[config.mk]
export PLATFORM = sky130hd
export DESIGN_NAME = mul8_sequencer
export DESIGN_NICKNAME = d
export VERILOG_FILES = /design/src/rtl/alu_pkg.sv /design/src/rtl/pp_align.sv /design/src/rtl/mul8_sequencer.sv
export SDC_FILE = /design/constraint.sdc
export NUM_CORES = 1
export LEC_CHECK = 0
export CAP_MARGIN = 0
export CELL_PAD_IN_SITES_DETAIL_PLACEMENT = 2
export CELL_PAD_IN_SITES_GLOBAL_PLACEMENT = 2
export CORE_ASPECT_RATIO = 1.2
export CORE_UTILIZATION = 34
export DETAILED_ROUTE_END_ITERATION = 12
export GPL_ROUTABILITY_DRIVEN = 1
export HOLD_SLACK_MARGIN = 0.15
export PLACE_DENSITY_LB_ADDON = 0.05
export SLEW_MARGIN = 20
export SYNTH_ARGS = -nofsm -noshare
export SYNTH_HDL_FRONTEND = slang
export SYNTH_SLANG_ARGS = --single-unit
[constraint.sdc]
create_clock -name clk -period 6.7 [get_ports clk]
set_clock_uncertainty 0.15 [all_clocks]
set_input_delay 1.34 -clock clk [delete_from_list [all_inputs] [get_ports clk]]
set_output_delay 1.34 -clock clk [all_outputs]
set_load 0.05 [all_outputs]
[src/rtl/alu_pkg.sv]
// Shared constants and types for the sequenced 8x8 multiplier.
package alu_pkg;

    // Datapath widths: nibble, operand and full product.
    localparam int unsigned NIB_W = 4;
    localparam int unsigned OP_W  = 8;
    localparam int unsigned RES_W = 16;

    // Partial-product step indices.
    localparam logic [1:0] STEP0 = 2'd0;  // aL * bL
    localparam logic [1:0] STEP1 = 2'd1;  // aL * bH
    localparam logic [1:0] STEP2 = 2'd2;  // aH * bL
    localparam logic [1:0] STEP3 = 2'd3;  // aH * bH

    // Alignment of each partial product inside the 16-bit accumulator.
    localparam int unsigned SH0 = 0;
    localparam int unsigned SH4 = 4;
    localparam int unsigned SH8 = 8;

    typedef enum logic [1:0] {
        StIdle = 2'd0,
        StMul  = 2'd1,
        StDone = 2'd2
    } state_t;

endpackage

[src/rtl/pp_align.sv]
// Zero-extends the shared 4x4 multiplier result and shifts it into place for the current step.
module pp_align
    import alu_pkg::*;
(
    input  logic [1:0]       step,
    input  logic [OP_W-1:0]  mul_out,
    output logic [RES_W-1:0] pp
);

    logic [RES_W-1:0] ext;

    assign ext = {{(RES_W - OP_W){1'b0}}, mul_out};

    // Select the shift for the nibble pair being multiplied this cycle.
    always_comb begin
        pp = ext;
        unique case (step)
            STEP0:        pp = ext << SH0;
            STEP1, STEP2: pp = ext << SH4;
            STEP3:        pp = ext << SH8;
            default:      pp = ext;
        endcase
    end

endmodule

[src/rtl/mul8_sequencer.sv]
// Multi-cycle 8x8 -> 16 unsigned multiplier built around one shared external 4x4 multiplier.
// Four partial products are accumulated over four MUL cycles; done marks a valid product.
module mul8_sequencer
    import alu_pkg::*;
#(
    parameter bit DONE_HOLD = 1'b0
) (
    input  logic             clk,
    input  logic             rst_n,
    input  logic             start,
    input  logic             abort,
    input  logic [OP_W-1:0]  a,
    input  logic [OP_W-1:0]  b,
    output logic             ready,
    output logic             busy,
    output logic             done,
    output logic [RES_W-1:0] product,
    output logic [NIB_W-1:0] mul_a,
    output logic [NIB_W-1:0] mul_b,
    input  logic [OP_W-1:0]  mul_out
);

    state_t           state_q;
    logic [1:0]       step_q;
    logic [OP_W-1:0]  a_q;
    logic [OP_W-1:0]  b_q;
    logic [RES_W-1:0] acc_q;
    logic [RES_W-1:0] pp;
    logic [RES_W-1:0] sum;
    logic             accept;

    // A request is taken only when idle/done and not overridden by abort.
    assign accept = start && ready && !abort;

    // Step bit 1 picks the high nibble of a, step bit 0 the high nibble of b.
    always_comb begin
        mul_a = '0;
        mul_b = '0;
        if (state_q == StMul) begin
            mul_a = step_q[1] ? a_q[OP_W-1:NIB_W] : a_q[NIB_W-1:0];
            mul_b = step_q[0] ? b_q[OP_W-1:NIB_W] : b_q[NIB_W-1:0];
        end
    end

    pp_align u_pp_align (
        .step    (step_q),
        .mul_out (mul_out),
        .pp      (pp)
    );

    assign sum = acc_q + pp;

    // Control FSM, step counter, accumulator and registered status outputs.
    always_ff @(posedge clk or negedge rst_n) begin
        if (!rst_n) begin
            state_q <= StIdle;
            step_q  <= STEP0;
            a_q     <= '0;
            b_q     <= '0;
            acc_q   <= '0;
            product <= '0;
            done    <= 1'b0;
            busy    <= 1'b0;
            ready   <= 1'b1;
        end else begin
            unique case (state_q)
                StIdle: begin
                    if (accept) begin
                        a_q     <= a;
                        b_q     <= b;
                        acc_q   <= '0;
                        step_q  <= STEP0;
                        state_q <= StMul;
                        busy    <= 1'b1;
                        ready   <= 1'b0;
                    end
                end
                StMul: begin
                    if (abort) begin
                        step_q  <= STEP0;
                        state_q <= StIdle;
                        busy    <= 1'b0;
                        ready   <= 1'b1;
                    end else begin
                        acc_q  <= sum;
                        step_q <= step_q + 2'd1;
                        if (step_q == STEP3) begin
                            product <= sum;
                            done    <= 1'b1;
                            state_q <= StDone;
                            busy    <= 1'b0;
                            ready   <= 1'b1;
                        end
                    end
                end
                StDone: begin
                    if (abort) begin
                        done    <= 1'b0;
                        state_q <= StIdle;
                    end else if (accept) begin
                        // Back-to-back: start the next operation straight from DONE.
                        a_q     <= a;
                        b_q     <= b;
                        acc_q   <= '0;
                        step_q  <= STEP0;
                        done    <= 1'b0;
                        state_q <= StMul;
                        busy    <= 1'b1;
                        ready   <= 1'b0;
                    end else if (!DONE_HOLD) begin
                        done    <= 1'b0;
                        state_q <= StIdle;
                    end
                end
                default: begin
                    state_q <= StIdle;
                    busy    <= 1'b0;
                    ready   <= 1'b1;
                    done    <= 1'b0;
                end
            endcase
        end
    end

endmodule

# Yosys cells after proc, flatten, opt, wreduce, memory -nomap -nowiden
# Index checks and enable logic that the tools add are counted.
# word_totals
in_bits,28
out_inout_bits,27
elab_cells,75
ff_bits,55
# classes
eq_ne,10
muxes,37
add_sub_neg,2
n_bitwise,2
n_reduce_logical,15
# op_table
op,n
one-hot mux 16 bit (3 select lines),2
2-to-1 mux 16 bit,3
2-to-1 mux 8 bit,4
one-hot mux 8 bit (2 select lines),2
adder 16 bit,1
2-to-1 mux 4 bit,4
2-to-1 mux 2 bit,6
one-hot mux 2 bit (3 select lines),2
2-to-1 mux 1 bit,11
AND reduction 3 bit,3
AND reduction 2 bit,4
equality test 2 bit (second input constant),3
!= test 2 bit (second input constant),3
one-hot mux 1 bit (3 select lines),2
equality test 2 x 1 -> 1 bit (second input constant),2
zero test 2 bit,2
!= test 3 x 2 -> 1 bit (second input constant),1
nonzero test 3 bit,1
adder 2 x 1 -> 2 bit (second input constant),1
logical AND 1 bit,2
!= test 2 x 1 -> 1 bit (second input constant),1
NOT 1 bit,2
one-hot mux 1 bit (2 select lines),1
nonzero test 2 bit,1
other kinds (2),2

# Logic depth before layout (Yosys ltp)
# Gate-level depths: netlist (run 1).
# depth
word_depth,6
depth_mapped,13
mapped_depth_nobuf,12

# Cells and area by module
# From an unflattened synthesis (run 1), not the netlist that was laid out.
# unflattened
cells_unflattened,316
area_unflattened_um2,3095.5
# modules_own_cells
mod,area_each_um2,n_inst,cells_per_inst,seq_area_each_um2
mul8_sequencer,2905.3,1,285,1377.6
pp_align,190.2,1,31,0.0

# Least setup slack after synthesis (run 1)
# No wires, ideal clock.
# synth_path
path_type,input port to flip-flop
start,input port mul_out[0]
end,register product[14]
arrival_ns,3.244
setup_time_ns,0.133
n_path_buf,0
required_ns,6.417
stages,9
setup_slack_ns,3.173
path_cell_list,and2_1 ha_1 fa_1 a21o_1 a221oi_2 o221ai_2 o21ai_1 mux2i_1 o211ai_1
# synth_between
elab_chain_cells,2
# synth_lines
element,line,rtl
"start, declared",mul8_sequencer.sv:20,input logic [OP_W-1:0] mul_out
one-hot mux 16 bit (3 select lines),pp_align.sv:17,unique case (step)
adder 16 bit,mul8_sequencer.sv:51,assign sum = acc_q + pp;
"end signal, assigned",mul8_sequencer.sv:88,product <= sum;
"end, declared",mul8_sequencer.sv:17,"output logic [RES_W-1:0] product,"
# Every way passes these cells.
# A chain may end at the register's enable or synchronous reset.

# Worst setup path in the final report (run 1)
# Same ends and word-level chain as after synthesis.

==> reports/results.txt, run 1 <==
Dividing the synthesized area by the synthesized cell count gives 8.826 µm². The mapped netlist covers 3107 µm². Sorting the synthesized cells by area gives the leading types as sky130_fd_sc_hd__dfrtp_1, sky130_fd_sc_hd__nand2_1, sky130_fd_sc_hd__ha_1. Timing would allow up to 249.0 MHz. The count of inserted antenna diode cells was 0. TritonCTS built the clock tree.

For the clock insertion delay at the later pin of the skew report, the log shows 0.31 ns. The portion of synthesized cell area occupied by the leading cell type was 43.50%. For the die area, the log shows 9525 µm². The number of synthesis warnings came out at 0. The number of library cell types mapped by synthesis is 41.

In this run the post-CTS setup repair buffer count came out at 0. The number of global-route vias before repair was 2,833; the average vias per placed instance was 5.211. After detailed routing, the average wire length per cell comes to 17.03 µm. The arrival time of the worst setup path was 4.03 ns; the minimum setup slack after placement was 2.335 ns. Final worst hold slack: 0.3375 ns.

The most used flip-flop cell after synthesis is sky130_fd_sc_hd__dfrtp_1. The logs give 14,280 µm for the global-route wire length before repair and 0 for the total DRC errors in the routed layout. The worst setup path is of the in2reg kind. Setup slack on the critical path of the routed design comes to 2.684 ns. Measured along the x axis, the die boundary spans 89.26 µm. The net count after synthesis was 398; the worst-case register-to-register setup slack was 3.00 ns. For the total count of max-transition violations in the final report, the log shows 0. The I/O pin count was 55. Cell type contributing the most total cell area after synthesis: sky130_fd_sc_hd__dfrtp_1. For the number of antenna violations at the first check in global routing, the log shows 0. The run finished with clean final reports.

Overall power consumption after layout is estimated at 1.458 mW. Hold violation count in the final report: 0. The synthesized instance count is 352, and the final standard cell area without fillers is 3831 µm².

The detail route stage leaves a number of antenna-violating nets equal to 0. The level count of the clock H-tree is 2. Setup repair after global routing left no endpoint under its margin. The tree is rooted in a sky130_fd_sc_hd__clkbuf_8. The sum of net half-perimeters after detailed placement is 6579 µm. Wires add up to 8803 µm. The cell area after placement is 3741 µm², and the count of state elements after synthesis is 55.

After routing, the total negative slack on setup checks comes to 0 ns. The initial utilization of the core area, before any placement, comes to 35.70%. The time the final worst path needs with I/O delays and setup was 4.016 ns. For this run, the detailed router's first-pass iteration total came to 4.

For this run, the post-layout net count is 445. By count the netlist is led by sky130_fd_sc_hd__nand2_1, sky130_fd_sc_hd__dfrtp_1, sky130_fd_sc_hd__o21ai_0. The run gives 6.72 ns as the required time at the endpoint of the critical path. In the final layout, the share of cells above drive strength 1 is 6.000%. The maximum resistive drop on vdd was 0.1461 mV; the share of flip-flops with an asynchronous set or reset was 100.0%.

For this run, the total global-route usage over all layers was measured as 19.78%. Across the run, the number of max-cap violations was 0. Type of element capturing the critical path: a register.

Kind of launch point of the worst setup path: a primary input. The total overflow left after global routing is 0. CTS saw 55 sinks. At the end of routability-driven placement, the weighted congestion stood at 0.8058. In the finished design, the share of the clock period the worst path needs comes to 59.94%. Counting the buffers created by CTS gives 5. The static leakage was 1.701 nW; the maximum fanout count along the critical path was 5.

The number of buffers on the longest clock path was 2. After clock tree synthesis, the repair step resized 0 gates. In this run the standard cell core region covers 8703 µm². After clock tree synthesis, the clock-pin slew on the worst setup and hold paths is 0.11 ns.

The run gives 2,694 as the total number of vias. The synthesized design contains 0 enable-type register cells. Input and output buffers added on the ports amount to 54.

In this run the worst hold path is classified as reg2reg. The die is 106.7 µm tall. The layout overhead on the synthesized area is 23.32%, and the violation count after the first detailed-routing iteration is 66. The power per cell area was 380.5 nW/µm².

The tools report the largest net degree at the start of global routing as 56. Number of rows created at floorplan: 37. The tools report the worst slew margin relative to its limit as 51.30%.

The most used standard cell by instance count after synthesis was sky130_fd_sc_hd__nand2_1. After filler insertion, the fill cell instance count of the layout stands at 1,027. Setup violations remaining at the end of the flow were counted as 0. For the pin with the worst max-slew slack, the measured transition is 0.7284 ns. Hold repair after CTS inserted 0 buffers. The tools report the share of synthesized area occupied by flip-flops and latches as 44.34%.
[metal layers]
layer	track usage, %	share of wire, %	up-vias
met5	0	0	-
li1	-	-	1300
met2	35.66	53	50
met3	2.617	2.7	5
met1	24.65	43	1339
met4	4.422	0.94	0
[final timing paths]
check / from / endpoint / cells past startpoint
setup reg to reg: step_q[0] / product[14] / 12
hold / removal: a_q[0] / a_q[0] / 2
min in group asynchronous: rst_n / product[7] / 2
hold reg to reg: a_q[0] / a_q[0] / 2
max in group asynchronous: rst_n / acc_q[12] / 2
setup / recovery: mul_out[0] / product[14] / 10
[flip-flops by register name (all words and copies together), names as in the netlist]
signal	flops
state_q	2
busy	1
ready	1
a_q	8
acc_q	16
product	16
b_q	8
done	1
step_q	2
[report_power, final]
part / switching (mW) / internal (mW)
clock: 0.119 / 0.0742
combinational: 0.455 / 0.289
sequential: 0.0810 / 0.439
[area by class of cell]
class                   count  area [µm²]  share of cell area, %
well taps                 117       146.4                  3.821
clock buffers               5       68.82                  1.796
clock inverters             3       18.77                 0.4899
inverters                   7       26.28                 0.6858
repair buffers             56       550.5                  14.37
multi-input cells         274        1643                  42.88
flip-flops and latches     55        1378                  35.96
[critical path, stage by stage]
cell and delay [ns]:
sky130_fd_sc_hd__clkdlybuf4s50_1 0.47, sky130_fd_sc_hd__and2_1 0.20, sky130_fd_sc_hd__ha_1 0.20, sky130_fd_sc_hd__fa_1 0.42, sky130_fd_sc_hd__a21o_1 0.20, sky130_fd_sc_hd__a221oi_2 0.37
sky130_fd_sc_hd__o221ai_2 0.28, sky130_fd_sc_hd__o21ai_1 0.23, sky130_fd_sc_hd__mux2i_1 0.21, sky130_fd_sc_hd__o211ai_1 0.12
[metrics by stage]
step,std cells,utilization (%)
floorplan,352,-
global placement,509,42.98
detailed placement,509,42.98
CTS,517,43.99
global route,517,44.02
finish,517,44.02
[cells by family after synthesis]
family / after synthesis / synth area share, %
fa+ha+maj: 18 / 7.491
xor+xnor: 14 / 3.947
mux: 13 / 4.269
buf+inv: 23 / 2.860
flops: 55 / 44.34
simple gates: 147 / 20.18
compound gates: 82 / 16.91
[cells in the final DEF (no fill, tap or decap), types with 3 or more instances in the layout]
| cell | instances |
|---|---|
| sky130_fd_sc_hd__nand2_1 | 79 |
| sky130_fd_sc_hd__dfrtp_1 | 54 |
| sky130_fd_sc_hd__clkdlybuf4s50_1 | 53 |
| sky130_fd_sc_hd__o21ai_0 | 36 |
| sky130_fd_sc_hd__nor2_1 | 29 |
| sky130_fd_sc_hd__ha_1 | 17 |
| sky130_fd_sc_hd__a21oi_1 | 16 |
| sky130_fd_sc_hd__nand3_1 | 15 |
| sky130_fd_sc_hd__mux2i_1 | 11 |
| sky130_fd_sc_hd__xnor2_1 | 9 |
| sky130_fd_sc_hd__and2_1 | 8 |
| sky130_fd_sc_hd__inv_1 | 7 |
| sky130_fd_sc_hd__a22oi_1 | 5 |
| sky130_fd_sc_hd__xor2_1 | 5 |
| sky130_fd_sc_hd__clkbuf_8 | 5 |
| sky130_fd_sc_hd__a22o_1 | 4 |
| sky130_fd_sc_hd__o211ai_1 | 4 |
| sky130_fd_sc_hd__nand2b_1 | 3 |
| sky130_fd_sc_hd__a21o_1 | 3 |
| sky130_fd_sc_hd__nor2b_1 | 3 |
(Power assumes the default switching activity.)
==> run 2, diff against run 1 <==
--- a/config.mk
+++ b/config.mk
@@ -9,7 +9,7 @@
 export CELL_PAD_IN_SITES_DETAIL_PLACEMENT = 2
 export CELL_PAD_IN_SITES_GLOBAL_PLACEMENT = 2
 export CORE_ASPECT_RATIO = 1.2
-export CORE_UTILIZATION = 34
+export CORE_UTILIZATION = 29
 export DETAILED_ROUTE_END_ITERATION = 12
 export GPL_ROUTABILITY_DRIVEN = 1
 export HOLD_SLACK_MARGIN = 0.15
==> constraint.sdc (replaced) <==
create_clock -name clk -period 3.4 [get_ports clk]
set_clock_uncertainty 0.15 [all_clocks]
set_input_delay 0.68 -clock clk [delete_from_list [all_inputs] [get_ports clk]]
set_output_delay 0.68 -clock clk [all_outputs]
set_load 0.05 [all_outputs]
==> run 2 against run 1 <==
Setup slack worse by 2.5 ns. Die area is 17% higher. Sequential power is 91% higher. Largest cell class unchanged. Critical path type is now reg2reg. Via count is 2.5% higher. Sequential cell count stayed put. Final area is 8.0% higher. Wire length is 8.2% higher. Critical path depth is 3 higher.
==> reports/results.txt, run 2 (synthesis results as in run 1) <==
The run gives 0 as the total DRC errors in the routed layout. The first global-routing pass estimated 15,890 µm of wire. Prior to clock tree synthesis, the placed netlist has a worst setup slack of -0.1191 ns. The tools report the fraction of the core area covered by cells at the end of the flow as 39.53%. After detailed routing, the number of vias per cell comes to 5.020. The H-tree generated during clock tree synthesis spans 2 levels. The kind of launch point of the worst setup path is a register. Buffers inserted during clock tree synthesis total 5. The area growth from synthesis to layout is 33.15%. Global routing used 18.98% of the available tracks.

The die is 96.49 µm wide. Setup repair after global routing left no endpoint under its margin. The number of rows created at floorplan came out at 41. Initial cell density of the core: 29.69%. The finished cells cover 4136 µm². The logs give 0 for the setup violation total in the final timing report and 3.47 ns for the required time at the endpoint of the critical path. Number of iterations in the first detailed-routing pass: 4. The y dimension of the die was 115.4 µm. After layout, the design draws a total of 3.286 mW.

Counting instances, the worst hold path has a depth of 2. Entering global routing, the biggest net connects 30 pins. The logs give 0 for the number of antenna violations at the first check in global routing and 0.2196 ns for the worst path setup slack after routing. Detailed routing inserted a total of 2,761 vias. The register area came out at 1378 µm². The worst-case IR drop observed on VDD is 0.2583 mV. The area used by multi-input combinational logic is 1659 µm², and the maximum fanout count along the critical path is 5. The run finished with clean final reports. Summed over all cells, the static leakage comes to 1.851 nW. Clock tree synthesis selected as its root buffer the cell sky130_fd_sc_hd__clkbuf_16. Based on the critical path, the design can be clocked at up to 314.4 MHz. The measured slew at the worst slew-check pin is 0.6130 ns, and the die area is 11,130 µm². The number of filler cells placed in the layout is 1,181, and the final worst hold slack is 0.3258 ns. The most common cell after layout, fill and taps aside was sky130_fd_sc_hd__nand2_1. Of the available clock period, the critical path in the final layout requires 93.54%. Core region area: 10,470 µm². In the layout the commonest cells are sky130_fd_sc_hd__nand2_1, sky130_fd_sc_hd__dfrtp_1, sky130_fd_sc_hd__clkdlybuf4s50_1. The clock-pin slew on the worst setup and hold paths is 0.07 ns. Once placement finished, the instance area stood at 3919 µm². The total count of max-transition violations in the final report was 0; the power per cell area was 794.3 nW/µm².

For the worst-skew pair, the clock arrives at the later sink with an insertion delay of 0.30 ns. For the routed wire length, the log shows 9521 µm. The run gives 3,116 as the number of global-route vias before repair. The run gives 0.22 ns as the worst-case register-to-register setup slack.

Total negative setup slack: 0 ns. The tools report the type of element capturing the critical path as a register. The worst register-to-register path has a depth of 13. The largest registers in the layout are acc_q (16), product (16). Cells with a size suffix above 1 make up 10.21% of the layout. Excluding fillers, the count of instances in the completed layout stands at 550. The run gives 0 as the number of violations of the max-capacitance limit. The tools report the remaining global-route overflow as 0.

After detailed routing, the average wire length per cell comes to 17.31 µm. The logs give 7349 µm for the sum of net half-perimeters after detailed placement and 0 for the remaining antenna violation count after routing. Count of inserted antenna diode cells: 0.

The arrival time of the worst setup path is 3.25 ns, and the worst slew margin relative to its limit is 59.13%. TritonCTS built the clock tree. For this design, the sink count on the clock tree is 55. Port buffering added 54 buffers. The longest clock path from root to sink contains 2 buffers.

Routability-driven placement finished with a final weighted congestion of 0.7765. The tools report the number of placed cells counting well taps as 541. The setup path with the least slack is of type reg2reg.

At the end of the flow, the number of nets in the layout was 466. The hold violation count in the final report is 0. The path class of the tightest hold or removal check is reg2reg.

The tools report the violation count after the first detailed-routing iteration as 63. For this design the top-level I/O count stands at 55. The time the final worst path needs with I/O delays and setup was 3.180 ns.
## run 2: metal layers
metal	vias up	GRT usage [%]	wire length [µm]
met1	1376	23.13	4123
met5	-	0	0
met2	39	34.41	5032
met4	0	5.000	111
li1	1340	-	-
met3	6	2.712	253
## run 2: path summary, 6_finish.rpt
kind	start	to
max	step_q[0]	acc_q[12]
min	b_q[4]	b_q[4]
max reg2reg	step_q[0]	acc_q[12]
min reg2reg	b_q[4]	b_q[4]
max in group asynchronous	rst_n	ready
min in group asynchronous	rst_n	product[6]
## run 2: what timing repair did
item / 4_1_cts / 5_1_grt
hold buffers: 1 / 0
gates resized for setup: 0 / 3
endpoints found under the setup margin: 0 / 16
endpoints found under the hold margin: 12 / 0
setup buffers: 0 / 0
## run 2: final cells by class
cell class              instances  share of cell area, %
clock buffers                   6                  3.116
clock inverters                 2                  1.452
inverters                       7                 0.6352
multi-input cells             274                  40.11
flip-flops and latches         55                  33.30
well taps                     129                  3.902
repair buffers                 77                  17.48
## run 2: report_power, final
part | total (mW) | internal, mW | switching, mW | leakage, nW
Combinational | 1.63 | 0.653 | 0.975 | 1.04
Clock | 0.664 | 0.423 | 0.241 | 0.0911
Sequential | 0.993 | 0.867 | 0.126 | 0.722
Total | 3.29 | 1.94 | 1.34 | 1.85
## run 2: critical path, cell delays in order (launching register included)
cell                       delay (ns)
sky130_fd_sc_hd__dfrtp_1         0.35
sky130_fd_sc_hd__inv_1           0.05
sky130_fd_sc_hd__ha_1            0.38
sky130_fd_sc_hd__inv_1           0.16
sky130_fd_sc_hd__nor2_4          0.07
sky130_fd_sc_hd__a22o_1          0.24
sky130_fd_sc_hd__ha_1            0.36
sky130_fd_sc_hd__a21o_1          0.25
sky130_fd_sc_hd__a221oi_4        0.31
sky130_fd_sc_hd__o221ai_2        0.20
sky130_fd_sc_hd__buf_4           0.19
sky130_fd_sc_hd__a21oi_4         0.17
sky130_fd_sc_hd__nor3_1          0.08
sky130_fd_sc_hd__a211oi_2        0.16
==> run 3, diff against run 2 <==
--- a/config.mk
+++ b/config.mk
@@ -9,7 +9,9 @@
 export CELL_PAD_IN_SITES_DETAIL_PLACEMENT = 2
 export CELL_PAD_IN_SITES_GLOBAL_PLACEMENT = 2
 export CORE_ASPECT_RATIO = 1.2
+export CORE_MARGIN = 2
 export CORE_UTILIZATION = 29
+export CTS_BUF_LIST = sky130_fd_sc_hd__clkbuf_16
 export DETAILED_ROUTE_END_ITERATION = 12
 export GPL_ROUTABILITY_DRIVEN = 1
 export HOLD_SLACK_MARGIN = 0.15
==> run 3 against run 2 <==
Sequential power increased by 0.4%. Total power decreased by 1.7%. Via count increased by 0.22%. Fmax decreased by 1.2%. Setup slack got worse by 0.037 ns. Final area decreased by 0.91%. Core utilization decreased by 0.36 points. Sequential cell count unchanged. Register-to-register slack about the same. Critical path type is now in2reg. Largest power group unchanged.
==> reports/results.txt, run 3 (synthesis results as in run 1) <==
The remaining global-route overflow is 0, and the clock net sink count is 55. The clock-pin slew on the worst setup and hold paths works out to 0.08 ns. The clock tree root driver cell is sky130_fd_sc_hd__clkbuf_16. The logs give 1,184 for the number of filler cells placed in the layout and 0 ns for the total negative setup slack. The logs give 0.1821 ns for the worst path setup slack after routing and 0 for the setup violation total in the final timing report.

The area used by multi-input combinational logic came out at 1643 µm². The last weighted congestion value of the routability-driven placer is 0.8193. The number of antenna diodes in the final layout is 0. The maximum single-stage delay on the critical path works out to 0.48 ns. The library cell used most frequently in the layout, excluding fill and tap cells, is sky130_fd_sc_hd__nand2_1. For met1 alone, demand over resource in global routing was 20.66%. The post-route netlist has 10.90% of its cells at a drive strength greater than 1. Entering global routing, the biggest net connects 44 pins. The initialized floorplan defines 41 standard-cell rows. The worst path uses 94.64% of the clock period. For this block, the routed nets add up to 9564 µm of wire. At the placement stage, the worst setup path has a slack of -0.1037 ns.

The sum of net half-perimeters after detailed placement was 7387 µm; the number of global-route vias before repair was 2,998. The buffer count from post-CTS setup fixing was 0. The tools report the core region area as 10,470 µm². The measured slew at the worst slew-check pin was 0.5732 ns; the required time at the endpoint of the critical path was 3.47 ns. The slowest cell on the critical path was sky130_fd_sc_hd__clkdlybuf4s50_1. The power per cell area is 787.6 nW/µm², and the worst slew margin relative to its limit is 61.79%.

For the met2 routing resource usage after global routing, the log shows 30.91%. Maximum fanout count along the critical path: 4. The kind of launch point of the worst setup path was a primary input. In this run the static leakage power is 1.843 nW. Clock latency on the worst-skew pair, taken at its later pin, is 0.30 ns.

Level count of the clock H-tree: 2. The tools report the fraction of the core area covered by cells at the end of the flow as 39.17%. Data arrives at the worst endpoint at 3.29 ns. 55 I/O pins were placed. The total count of max-transition violations in the final report is 0. The layer flagged by global routing as most heavily used is met2.

The global-route wire length before repair is 15,610 µm, and the y dimension of the die is 117.4 µm. Once the floorplan was initialized, standard cells occupied 29.69% of the core. Dividing the detail-routed wire length by the instance count gives 17.36 µm. The remaining antenna violation count after routing was 0. After the last flow step, the layout net total stands at 467. The total design power was 3.228 mW. The tools report the number of buffers added by the clock tree synthesis step as 5.

In this run the worst hold path is classified as in2async. Number of buffers on the longest clock path: 2. The worst setup path category was in2reg.

Walking the worst path, the cells encountered are clkdlybuf4s50_1, and2_1, ha_1, fa_1, a21o_1, a221oi_2, o221ai_2, buf_4, a21oi_4, nor3_1, a211oi_2. The first TritonRoute pass finished after 4 iterations. The number of buffer and inverter stages on the critical path was 2; the die area was 11,560 µm².

Setup slack on the worst reg-to-reg path comes out at 0.21 ns. Global routing used 16.90% of the available tracks across all layers. The count of buffers inserted at the top-level ports is 54. For this run, design rule violations remaining after detail routing come to 0. The time the final worst path needs with I/O delays and setup was 3.218 ns; the achievable frequency was 310.8 MHz. For this run, global-route usage on met3 was measured as 2.622%. In the final layout, the registers with the most flip-flops are acc_q (16), product (16).

Setup repair after global routing left no endpoint under its margin. The flow ran to the end, and the final reports show no timing, DRC or antenna violations. After detailed routing, the number of vias per cell comes to 5.022. The layout overhead on the synthesized area is 31.94%, and the number of antenna violations at the first check in global routing is 0.

TritonCTS built the clock tree. The library cells used most frequently in the layout, excluding fill and tap cells, are sky130_fd_sc_hd__nand2_1, sky130_fd_sc_hd__dfrtp_1, sky130_fd_sc_hd__clkdlybuf4s50_1. The run gives 0 as the number of violations of the max-capacitance limit. The total number of vias is 2,767, and the register area is 1378 µm². The width of the chip was 98.49 µm.

The dominant delay contributor by cell family on the critical path is compound AO/OA/AOI/OAI gates. The type of element capturing the critical path is a register. The violation count after the first detailed-routing iteration is 52, and the maximum resistive drop on vdd is 0.2863 mV. Hold violation count in the final report: 0.
==> run 3: metal layers <==
layer | share of wire, % | routed length [µm]
met1 | 44 | 4204
met5 | 0 | 0
met2 | 52 | 4957
met3 | 3.1 | 296
met4 | 1.1 | 105
==> run 3: worst register-to-register path, cell delays in order, from the launching register on <==
cell	delay (ns)
sky130_fd_sc_hd__dfrtp_1	0.36
sky130_fd_sc_hd__inv_1	0.05
sky130_fd_sc_hd__ha_1	0.38
sky130_fd_sc_hd__inv_1	0.09
sky130_fd_sc_hd__nor2_2	0.22
sky130_fd_sc_hd__a22o_1	0.19
sky130_fd_sc_hd__ha_1	0.27
sky130_fd_sc_hd__a21o_1	0.22
sky130_fd_sc_hd__a221oi_2	0.34
sky130_fd_sc_hd__o221ai_2	0.21
sky130_fd_sc_hd__buf_4	0.19
sky130_fd_sc_hd__a21oi_4	0.19
sky130_fd_sc_hd__nor3_1	0.08
sky130_fd_sc_hd__a211oi_2	0.16
==> run 3: layout make-up <==
| type | count | area share, % |
|---|---|---|
| clock inverter | 3 | 1.160 |
| sequential | 55 | 33.61 |
| clock buffer | 5 | 3.053 |
| multi-input combinational | 274 | 40.08 |
| inverter | 7 | 0.6410 |
| tap | 129 | 3.938 |
| timing repair buffer | 78 | 17.52 |
==> run 3: final timing paths <==
path | depth (start not counted) | from | end
setup reg to reg | 13 | step_q[1] | acc_q[12]
setup / recovery | 11 | mul_out[0] | acc_q[12]
hold / removal | 1 | rst_n | product[9]
hold reg to reg | 2 | a_q[7] | a_q[7]
min in group clk | 2 | a_q[7] | a_q[7]
max in group asynchronous | 2 | rst_n | b_q[3]
==> run 3: what timing repair did <==
action                                 CTS  global route
setup endpoints to repair                0             2
endpoints found under the hold margin    0             0
resized for setup                        0             1
hold buffers                             0             0
==> run 3: power by group <==
| part | switching (mW) | internal [mW] |
|---|---|---|
| registers | 0.131 | 0.866 |
| logic | 0.951 | 0.662 |
| clock network | 0.265 | 0.353 |
==> run 3: per-stage QoR <==
step	cells	hold slack, ns	cell area (µm²)
2_1_floorplan	352	0.2344	3107
3_3_place_gp	543	0.3103	3921
3_5_place_dp	543	0.3191	3921
4_1_cts	551	0.3384	4094
5_1_grt	551	0.2701	4099
6_report	551	0.2213	4099
==> edit (flow settings as in run 2) <==
Set the package constant `RES_W` to 24 (it was 16).
--- a/src/rtl/alu_pkg.sv
+++ b/src/rtl/alu_pkg.sv
@@ -4,7 +4,7 @@
     // Datapath widths: nibble, operand and full product.
     localparam int unsigned NIB_W = 4;
     localparam int unsigned OP_W  = 8;
-    localparam int unsigned RES_W = 16;
+    localparam int unsigned RES_W = 24;
 
     // Partial-product step indices.
     localparam logic [1:0] STEP0 = 2'd0;  // aL * bL
Interface: changed (resized product); port bits go from 55 to 63. No check against the original RTL was run, so the function may have changed too.
==> edit against run 2 <==
  * Routed wire length rose by 42%
  * Via count rose by 39%
  * Sequential cell count rose by 16
  * Count of clock-buffer cells in the layout rose by 5
  * Sequential share of layout area fell by 0.66 points
  * Cell area rose by 32%
  * Synthesized area rose by 33%
  * Worst setup slack got worse by 0.034 ns
  * Worst hold slack barely moved
  * Total power rose by 9.2%
  * Core utilization fell by 0.11 points
  * First-iteration DRC count rose by 120%
  * Largest cell class unchanged
==> edit: results (changes against run 2) <==
NUMPORTBUFFERS=62  # +15%
TRITONCTS.NUM_BUFFERS=9  # +4
PLACED_AREA_UM2=5126  # +31%
RUN_STATUS='completed'
CRIT_PATH_MAX_INCR_DELAY_NS=0.39
SYN-NUM-NETS=529  # +33%
GR-USAGE-ALL-LAYERS=0.1977  # +0.007861
CPLARGESTDELAYFAMILY='compound AO/OA/AOI/OAI gates'
GRT_FIRST_PASS_WIRELENGTH_UM=22850  # +44%
SYNTH.DISTINCT_CELLS=56  # +37%
CTS.HTREE.LEVELS=3  # +1
POST_ROUTE_CELLS_DRIVE_ABOVE_1_SHARE=0.1246  # +0.02242
FIN_NETS=612  # +31%
CLK-INSERTION-DELAY-LATE_NS=0.35  # +0.05 ns
CRIT_FANOUT=6  # +1
LAYOUT.CELLS.NON_FILLER=741  # +35%
FIRST_GLOBAL_VIAS=4336  # +39%
PLACEDCELLCOUNT=725  # +34%
DRT_ITER0_DRC=139  # +120%
SYNTH_SEQUENTIAL_AREA_RATIO=0.4317  # -0.01176
GRT_START_MAX_NET_PINS=72  # +140%
WORST_EP_ARRIVAL_TIME_NS=3.29  # +0.04 ns
YOSYSWARNINGCOUNT=0  # unchanged
DETAILROUTE.VIA_COUNT=3826  # +39%
ANTENNA_FOUND_INITIAL=0  # unchanged
VDD_IR_DROP_MAX_V=0.0002629  # +1.8%
AREA_CONTRIBUTORS_POST_SYNTH='sky130_fd_sc_hd__dfrtp_1 (43%), sky130_fd_sc_hd__nand2_1 (9.3%), sky130_fd_sc_hd__ha_1 (5.5%)'
WORST_SLEW_MARGIN_REL=0.3719  # -0.2194
ANTENNADIODECOUNT=0  # unchanged
DRT-TOTAL-WL_UM=13480  # +42%
DP_HPWL_UM=10250  # +39%
YS_DOMINANT_REG_CELL='sky130_fd_sc_hd__dfrtp_1'
SYNTHCELLS=482  # +37%
GP_CONGESTION=0.8032  # +3.4%
LAYOUT.FILLER_CELLS=1537  # +30%
SETUP_VIOL_COUNT_FINAL=0  # unchanged
MIN-DELAY-PATH-CLASS='in2async'
LAYOUT_TOP_REGISTERS='acc_q (24), product (24)'
TOTAL_LEAKAGE_POWER_nW=2.454  # +33%
SYNTH_COMMONEST_CELLS='sky130_fd_sc_hd__nand2_1 (102), sky130_fd_sc_hd__dfrtp_1 (70), sky130_fd_sc_hd__o21ai_0 (44), sky130_fd_sc_hd__nor2_1 (37), sky130_fd_sc_hd__nand3_1 (24)'
==> edit: path summary, 6_finish.rpt <==
path | from | end | slack [ns] | depth (start not counted)
min in group clk | a_q[2]$_DFFE_PN0P_ | a_q[2]$_DFFE_PN0P_ | 0.33 | 2
min | rst_n | product[22]$_DFFE_PN0P_ | 0.33 | 1
max in group asynchronous | rst_n | a_q[6]$_DFFE_PN0P_ | 2.16 | 1
max reg2reg | step_q[0]$_DFFE_PN0P_ | acc_q[18]$_DFFE_PN0P_ | 0.19 | 12
max | step_q[0]$_DFFE_PN0P_ | acc_q[18]$_DFFE_PN0P_ | 0.19 | 12
min reg2reg | a_q[2]$_DFFE_PN0P_ | a_q[2]$_DFFE_PN0P_ | 0.33 | 2
==> edit: layer usage <==
metal	track usage	routed length, um	up-vias
li1	-	-	1834
met5	0	0	-
met2	0.3402	6720	55
met4	0.07037	243	0
met3	0.03802	367	21
met1	0.2457	6151	1916
==> edit: logic make-up (layout without fill, tap and decap cells) <==
family / Yosys count / after routing / synth area share
flip-flops: 71 / 71 / 0.4317
multiplexers: 9 / 9 / 0.02187
buffers and inverters: 44 / 132 / 0.04313
AO/OA/AOI/OAI: 116 / 116 / 0.1771
XOR/XNOR: 20 / 20 / 0.04253
AND/OR/NAND/NOR: 203 / 203 / 0.2242
adder cells (fa/ha/maj): 19 / 19 / 0.05954
==> edit: final cells by class <==
type | count | share of cell area
multi-input combinational | 367 | 0.3993
sequential | 71 | 0.3264
timing repair buffer | 102 | 0.1686
clock buffer | 11 | 0.04640
tap | 171 | 0.03928
clock inverter | 5 | 0.01034
inverter | 14 | 0.009649
==> edit: metrics by stage <==
stage	setup slack, ns	utilization
after floorplan	0.2109	-
after global placement	-0.06455	0.3709
after detailed placement	-0.1463	0.3709
after CTS	0.1073	0.3933
after global routing	-0.009968	0.3941
final	0.1852	0.3941
==> edit: power by group <==
group          internal [W]  switching (W)
clock              0.000607       0.000386
combinational      0.000657       0.000858
sequential         0.000986      0.0000928
total               0.00225        0.00134
==> edit: timing repair <==
action | CTS | global route
gates resized for setup | 0 | 3
setup endpoints to repair | 0 | 18
buffers inserted | 0 | 0
